--- config.mk ---
export PLATFORM = sky130hd
export DESIGN_NAME = load_store_unit
export DESIGN_NICKNAME = d
export VERILOG_FILES = /design/src/rtl/riscv_defines_pkg.sv /design/src/rtl/load_store_unit_load_align.sv /design/src/rtl/load_store_unit.sv
export SDC_FILE = /design/constraint.sdc
export NUM_CORES = 1
export LEC_CHECK = 0
export CORE_UTILIZATION = 36
export CTS_CLUSTER_SIZE = 25
export DETAILED_ROUTE_END_ITERATION = 8
export PLACE_DENSITY = 0.77
export SKIP_CTS_REPAIR_TIMING = 1
export SKIP_LAST_GASP = 1
export SYNTH_ARGS = -nofsm -noshare
export SYNTH_HDL_FRONTEND = slang
export SYNTH_SLANG_ARGS = --single-unit
--- constraint.sdc ---
create_clock -name clk -period 4.2 [get_ports clk]
set_clock_uncertainty 0.15 [all_clocks]
set_input_delay 1.05 -clock clk [delete_from_list [all_inputs] [get_ports clk]]
set_output_delay 1.05 -clock clk [all_outputs]
set_load 0.01 [all_outputs]
--- src/rtl/riscv_defines_pkg.sv ---
// Shared types for the load/store path: memory access command, LSU fault codes,
// LSU state encoding, funct3 constants and the request legality check.
package riscv_defines;

    typedef enum logic [1:0] {
        MEM_DISABLED = 2'd0,
        MEM_READ     = 2'd1,
        MEM_WRITE    = 2'd2
    } memaccess_t;

    typedef enum logic [1:0] {
        LSU_OK       = 2'd0,
        LSU_MISALIGN = 2'd1,
        LSU_ACCESS   = 2'd2,
        LSU_ILLEGAL  = 2'd3
    } lsu_fault_t;

    typedef enum logic [1:0] {
        IDLE  = 2'd0,
        ISSUE = 2'd1,
        WAIT  = 2'd2,
        FAULT = 2'd3
    } lsu_state_t;

    localparam logic [2:0] F3_B  = 3'b000;
    localparam logic [2:0] F3_H  = 3'b001;
    localparam logic [2:0] F3_W  = 3'b010;
    localparam logic [2:0] F3_BU = 3'b100;
    localparam logic [2:0] F3_HU = 3'b101;

    // Illegal size/sign encodings win over misalignment.
    function automatic lsu_fault_t lsu_check(input logic store,
                                             input logic [2:0] funct3,
                                             input logic [1:0] addr_lo);
        lsu_fault_t fault;
        fault = LSU_OK;
        case (funct3)
            F3_B:  fault = LSU_OK;
            F3_H:  if (addr_lo[0]) fault = LSU_MISALIGN;
            F3_W:  if (addr_lo != 2'b00) fault = LSU_MISALIGN;
            F3_BU: if (store) fault = LSU_ILLEGAL;
            F3_HU: begin
                if (store)
                    fault = LSU_ILLEGAL;
                else if (addr_lo[0])
                    fault = LSU_MISALIGN;
            end
            default: fault = LSU_ILLEGAL;
        endcase
        return fault;
    endfunction

endpackage

--- src/rtl/load_store_unit_load_align.sv ---
// Combinational load formatter: picks the byte/half addressed by offset out of
// the memory word and sign- or zero-extends it according to funct3.
module lsu_load_align
    import riscv_defines::*;
(
    input  logic [31:0] rdata,
    input  logic [2:0]  funct3,
    input  logic [1:0]  offset,
    output logic [31:0] data
);

    logic [7:0]  sel_byte;
    logic [15:0] sel_half;

    always_comb begin
        sel_byte = rdata[{offset, 3'b000} +: 8];
        sel_half = offset[1] ? rdata[31:16] : rdata[15:0];
        data     = '0;
        case (funct3)
            F3_B:    data = {{24{sel_byte[7]}}, sel_byte};
            F3_BU:   data = {24'd0, sel_byte};
            F3_H:    data = {{16{sel_half[15]}}, sel_half};
            F3_HU:   data = {16'd0, sel_half};
            F3_W:    data = rdata;
            default: data = '0;
        endcase
    end

endmodule

--- src/rtl/load_store_unit.sv ---
// Single-outstanding load/store unit in front of data_memory. Optional
// performance counters are built when LSU_PERF_CNT_EN is defined.
module load_store_unit
    import riscv_defines::*;
#(
    parameter int XLEN    = 32,
    parameter int WADDR_W = 30
) (
    input  logic               clk,
    input  logic               rst,
    input  logic               req_valid,
    output logic               req_ready,
    input  logic               req_store,
    input  logic [2:0]         req_funct3,
    input  logic [XLEN-1:0]    req_addr,
    input  logic [XLEN-1:0]    req_wdata,
    output memaccess_t         memaccess,
    output logic [WADDR_W-1:0] word_addr,
    output logic [3:0]         wstrb,
    output logic [XLEN-1:0]    wdata,
    input  logic [XLEN-1:0]    rdata,
    input  logic               dmemfault,
    output logic               resp_valid,
    output logic [XLEN-1:0]    resp_data,
    output lsu_fault_t         resp_fault,
    output logic [31:0]        perf_loads,
    output logic [31:0]        perf_stores,
    output logic [31:0]        perf_faults
);

    lsu_state_t  state_reg, state_next;
    logic        store_reg;
    logic [2:0]  funct3_reg;
    logic [1:0]  offset_reg;
    lsu_fault_t  fault_reg;
    lsu_fault_t  check_fault;
    logic [3:0]  store_strb;
    logic [31:0] store_data;
    logic [31:0] load_data;

    assign req_ready   = (state_reg == IDLE);
    assign check_fault = lsu_check(req_store, req_funct3, req_addr[1:0]);

    always_comb begin
        state_next = state_reg;
        case (state_reg)
            IDLE:    if (req_valid) state_next = (check_fault == LSU_OK) ? ISSUE : FAULT;
            ISSUE:   state_next = WAIT;
            WAIT:    state_next = IDLE;
            FAULT:   state_next = IDLE;
            default: state_next = IDLE;
        endcase
    end

    // Lane steering for stores; loads drive no strobes and zero data.
    always_comb begin
        store_strb = 4'b0000;
        store_data = '0;
        if (req_store) begin
            case (req_funct3)
                F3_B: begin
                    store_strb = 4'b0001 << req_addr[1:0];
                    store_data = {4{req_wdata[7:0]}};
                end
                F3_H: begin
                    store_strb = 4'b0011 << req_addr[1:0];
                    store_data = {2{req_wdata[15:0]}};
                end
                default: begin
                    store_strb = 4'b1111;
                    store_data = req_wdata;
                end
            endcase
        end
    end

    lsu_load_align u_load_align (
        .rdata  (rdata),
        .funct3 (funct3_reg),
        .offset (offset_reg),
        .data   (load_data)
    );

    always_ff @(posedge clk or posedge rst) begin
        if (rst) begin
            state_reg  <= IDLE;
            store_reg  <= 1'b0;
            funct3_reg <= 3'b000;
            offset_reg <= 2'b00;
            fault_reg  <= LSU_OK;
            memaccess  <= MEM_DISABLED;
            word_addr  <= '0;
            wstrb      <= 4'b0000;
            wdata      <= '0;
            resp_valid <= 1'b0;
            resp_data  <= '0;
            resp_fault <= LSU_OK;
        end else begin
            state_reg  <= state_next;
            resp_valid <= 1'b0;
            case (state_reg)
                IDLE: begin
                    if (req_valid) begin
                        store_reg  <= req_store;
                        funct3_reg <= req_funct3;
                        offset_reg <= req_addr[1:0];
                        fault_reg  <= check_fault;
                        // Faulting requests never touch the memory port.
                        if (check_fault == LSU_OK) begin
                            memaccess <= req_store ? MEM_WRITE : MEM_READ;
                            word_addr <= req_addr[WADDR_W+1:2];
                            wstrb     <= store_strb;
                            wdata     <= store_data;
                        end
                    end
                end
                ISSUE: begin
                    memaccess <= MEM_DISABLED;
                    wstrb     <= 4'b0000;
                end
                WAIT: begin
                    resp_valid <= 1'b1;
                    if (dmemfault) begin
                        resp_fault <= LSU_ACCESS;
                        resp_data  <= '0;
                    end else begin
                        resp_fault <= LSU_OK;
                        resp_data  <= store_reg ? '0 : load_data;
                    end
                end
                FAULT: begin
                    resp_valid <= 1'b1;
                    resp_fault <= fault_reg;
                    resp_data  <= '0;
                end
                default: ;
            endcase
        end
    end

`ifdef LSU_PERF_CNT_EN
    logic [31:0] perf_loads_reg, perf_stores_reg, perf_faults_reg;
    logic        resp_edge;

    assign resp_edge = (state_reg == WAIT) || (state_reg == FAULT);

    always_ff @(posedge clk or posedge rst) begin
        if (rst) begin
            perf_loads_reg  <= '0;
            perf_stores_reg <= '0;
            perf_faults_reg <= '0;
        end else if (resp_edge) begin
            if (store_reg)
                perf_stores_reg <= perf_stores_reg + 32'd1;
            else
                perf_loads_reg <= perf_loads_reg + 32'd1;
            if ((state_reg == FAULT) || dmemfault)
                perf_faults_reg <= perf_faults_reg + 32'd1;
        end
    end

    assign perf_loads  = perf_loads_reg;
    assign perf_stores = perf_stores_reg;
    assign perf_faults = perf_faults_reg;
`else
    assign perf_loads  = '0;
    assign perf_stores = '0;
    assign perf_faults = '0;
`endif

endmodule

==> summary.txt <==
Run status
  – Status: complete, no violations

Die
  – Starting Density: 37.42%
  – # rows: 45
  – Die height: ~130 um
  – Core Box Area: 15430 um^2
  – Die area: ~17000 um^2
  – Horiz. Die Dim: about 130 um
  – Io pins: about 300

STA
  – TNS Setup: 0 ns
  – Fmax: about 320 MHz
  – Pins Over Slew Limit: 0
  – Final setup fails: 0
  – Post-layout minimum cycle time: 3.120 ns
  – Fin. Hold Viols: 0
  – Final period utilization: between 70% and 80%
  – Rel. slew slack: 38.04%
  – RSZ-0062 raised after global routing: false
  – Worst-margin pin slew: around 0.9 ns

Critical path
  – Worst Path Max Fanout: 62
  – Worst-path cell with the longest stage delay: o21ai_4
  – Req. time, crit path: ~4.3 ns
  – WP data arrival: 3.26 ns
  – Setup CP Type: in2reg
  – Crit. End Element: flip-flop
  – Crit path launch type: input pin
  – Crit-path cells: clkdlybuf4s50_1, a221oi_1, o21ai_4, buf_12, mux2_2
  – Peak per-stage delay on the critical path: ~0.65 ns

Placed design
  – Routability cong.: about 0.8
  – PortBufs: 207
  – Area of placed instances: ~7700 um^2
  – Post-DP HPWL: between 10 and 15 mm
  – Cell count after placement: around 930

Finish
  – Design area: between 8000 and 9000 um^2
  – Most common cell after layout, fill and taps aside: clkdlybuf4s50_1
  – Area Overhead vs Synth: 44.34%
  – Antenna diodes: 0
  – Biggest registers after layout: resp_data (32), wdata (32), word_addr (30)
  – Layout net count: 844
  – Area of the multi-input gates: about 2400 um^2
  – Flip-flop and latch area: about 2800 um^2
  – Most frequent cells in the layout: clkdlybuf4s50_1 (207), dfrtp_1 (113), conb_1 (96)
  – Layout cell share with drive strength beyond 1: between 10% and 20%
  – Finished Layout Cells: approximately 960
  – Fill cells: 1373

Clock network
  – CTS root buf: clkbuf_16
  – H-tree levels: 4
  – Clock slew at reported path FFs: about 0.06 ns
  – Worst skew pair latency: 0.41 ns
  – Sink Count: between 100 and 150
  – TritonCTS Buffers: 17
  – CTS tree: built
  – Maximum root-to-sink buffer count: 2

Synthesis
  – Number of enable flip-flop cells after synthesis: 0
  – Synth area leaders: dfrtp_1 (49%), buf_4 (13%), mux2_2 (9.4%), nand2_1 (4.5%), a221o_1 (2.8%)
  – Yosys Warn Count: 0
  – Biggest area consumer among synthesized cells: dfrtp_1
  – Part of the Yosys area used for sequential elements: approximately 49%
  – Post-synth top area share: between 40% and 50%
  – Seq cells post-synth: between 100 and 150
  – Synth cell types: 37
  – Synth Flop Type: dfrtp_1
  – Syn Std Cell Area: between 5000 and 6000 um^2
  – Syn Inst Count: 543
  – Share of flip-flops with an asynchronous set or reset: between 90% and 100%
  – Post-Syn Area per Cell: ~11 um^2

Routing
  – DR vias: around 4600
  – Wire length per cell: between 15 and 20 um
  – DRT antenna net count: 0
  – Final WL: 15.64 mm
  – Detailed Routing Iterations Pass 1: 5
  – Via density: approximately 4.8
  – Post-route DRC: 0
  – Initial DRC count: 330

Global route
  – Global-route wire length before repair: 24.67 mm
  – GRT Total Usage: 19.70%
  – Vias in the first global route: around 4600
  – Initial antenna violation count: 0
  – GRT overflow: 0
  – Largest net degree at the start of global routing: 63

Power and ir drop
  – Max VDD drop: 0.2922 mV
  – Leakage: 3.659 nW
  – Pwr/cell area: between 500 and 600 nW/um^2
  – Power, Total: 4.894 mW

Hold path
  – Min-delay worst type: reg2reg

Job
  – Max Cap Viol: 0
worst paths after layout:
check | from | to | depth (start not counted) | slack (ns)
worst max register to register | state_reg[1] | word_addr[20] | 6 | 1.56
worst min-delay path | wdata[15] | wdata[15] | 2 | 0.32
worst min register to register | wdata[15] | wdata[15] | 2 | 0.32
worst max-delay path | req_funct3[2] | word_addr[20] | 5 | 1.08
min in group asynchronous | rst | word_addr[5] | 2 | 0.95
max in group asynchronous | rst | wdata[3] | 3 | 2.16
power breakdown:
part           internal (mW)  leakage, nW  switching [mW]
Clock                   1.09        0.309           0.521
Sequential              1.42         1.46           0.238
Combinational          0.928         1.89           0.704
Total                   3.43         3.66            1.46
per-stage QoR:
stage	utilization [%]	setup slack [ns]	hold WS (ns)
after floorplan	-	0.01264	0.2954
after global placement	49.72	0.7261	0.3100
after detailed placement	49.72	0.6701	0.3149
after CTS	54.01	1.116	0.3283
after global routing	54.01	0.9577	0.3518
final	54.01	1.080	0.3214
final cells by class:
cell class / count / share of cell area [%]
flip-flops and latches: 113 / 33.93
inverters: 6 / 0.3303
well taps: 211 / 3.168
repair buffers: 214 / 25.80
clock inverters: 12 / 2.477
clock buffers: 20 / 5.480
multi-input cells: 388 / 28.81
critical path, delay by kind of cell:
kind / cells / cell delay, ns
compound gates: 2 / 0.84
buf+inv: 2 / 0.95
mux: 1 / 0.38
Yosys cell counts (8+ instances only):
library cell	number
a221oi_1	9
o21ai_0	22
o31ai_1	17
buf_2	12
o2bb2ai_1	17
nor2_1	26
a21oi_1	11
nand2b_1	8
dfrtp_1	113
mux2_2	48
a22o_1	12
clkbuf_1	18
a221o_1	16
buf_4	97
nand2_1	69
kinds of logic (layout without fill, tap and decap cells):
kind of cell | Yosys count | after routing | share of synthesized area, %
AO/OA/AOI/OAI | 119 | 119 | 15.45
AND/OR/NAND/NOR | 120 | 120 | 9.255
buffers and inverters | 137 | 252 | 15.80
multiplexers | 53 | 53 | 10.45
flip-flops | 113 | 113 | 48.98
other | 1 | 96 | 0.06496
metal layers:
layer / share of wire, % / GRT usage (%)
met3: 10 / 7.983
met1: 41 / 23.84
met4: 2.0 / 8.028
met5: 0 / 0
met2: 47 / 31.19
Note: power is estimated with default switching activity, not from simulation.
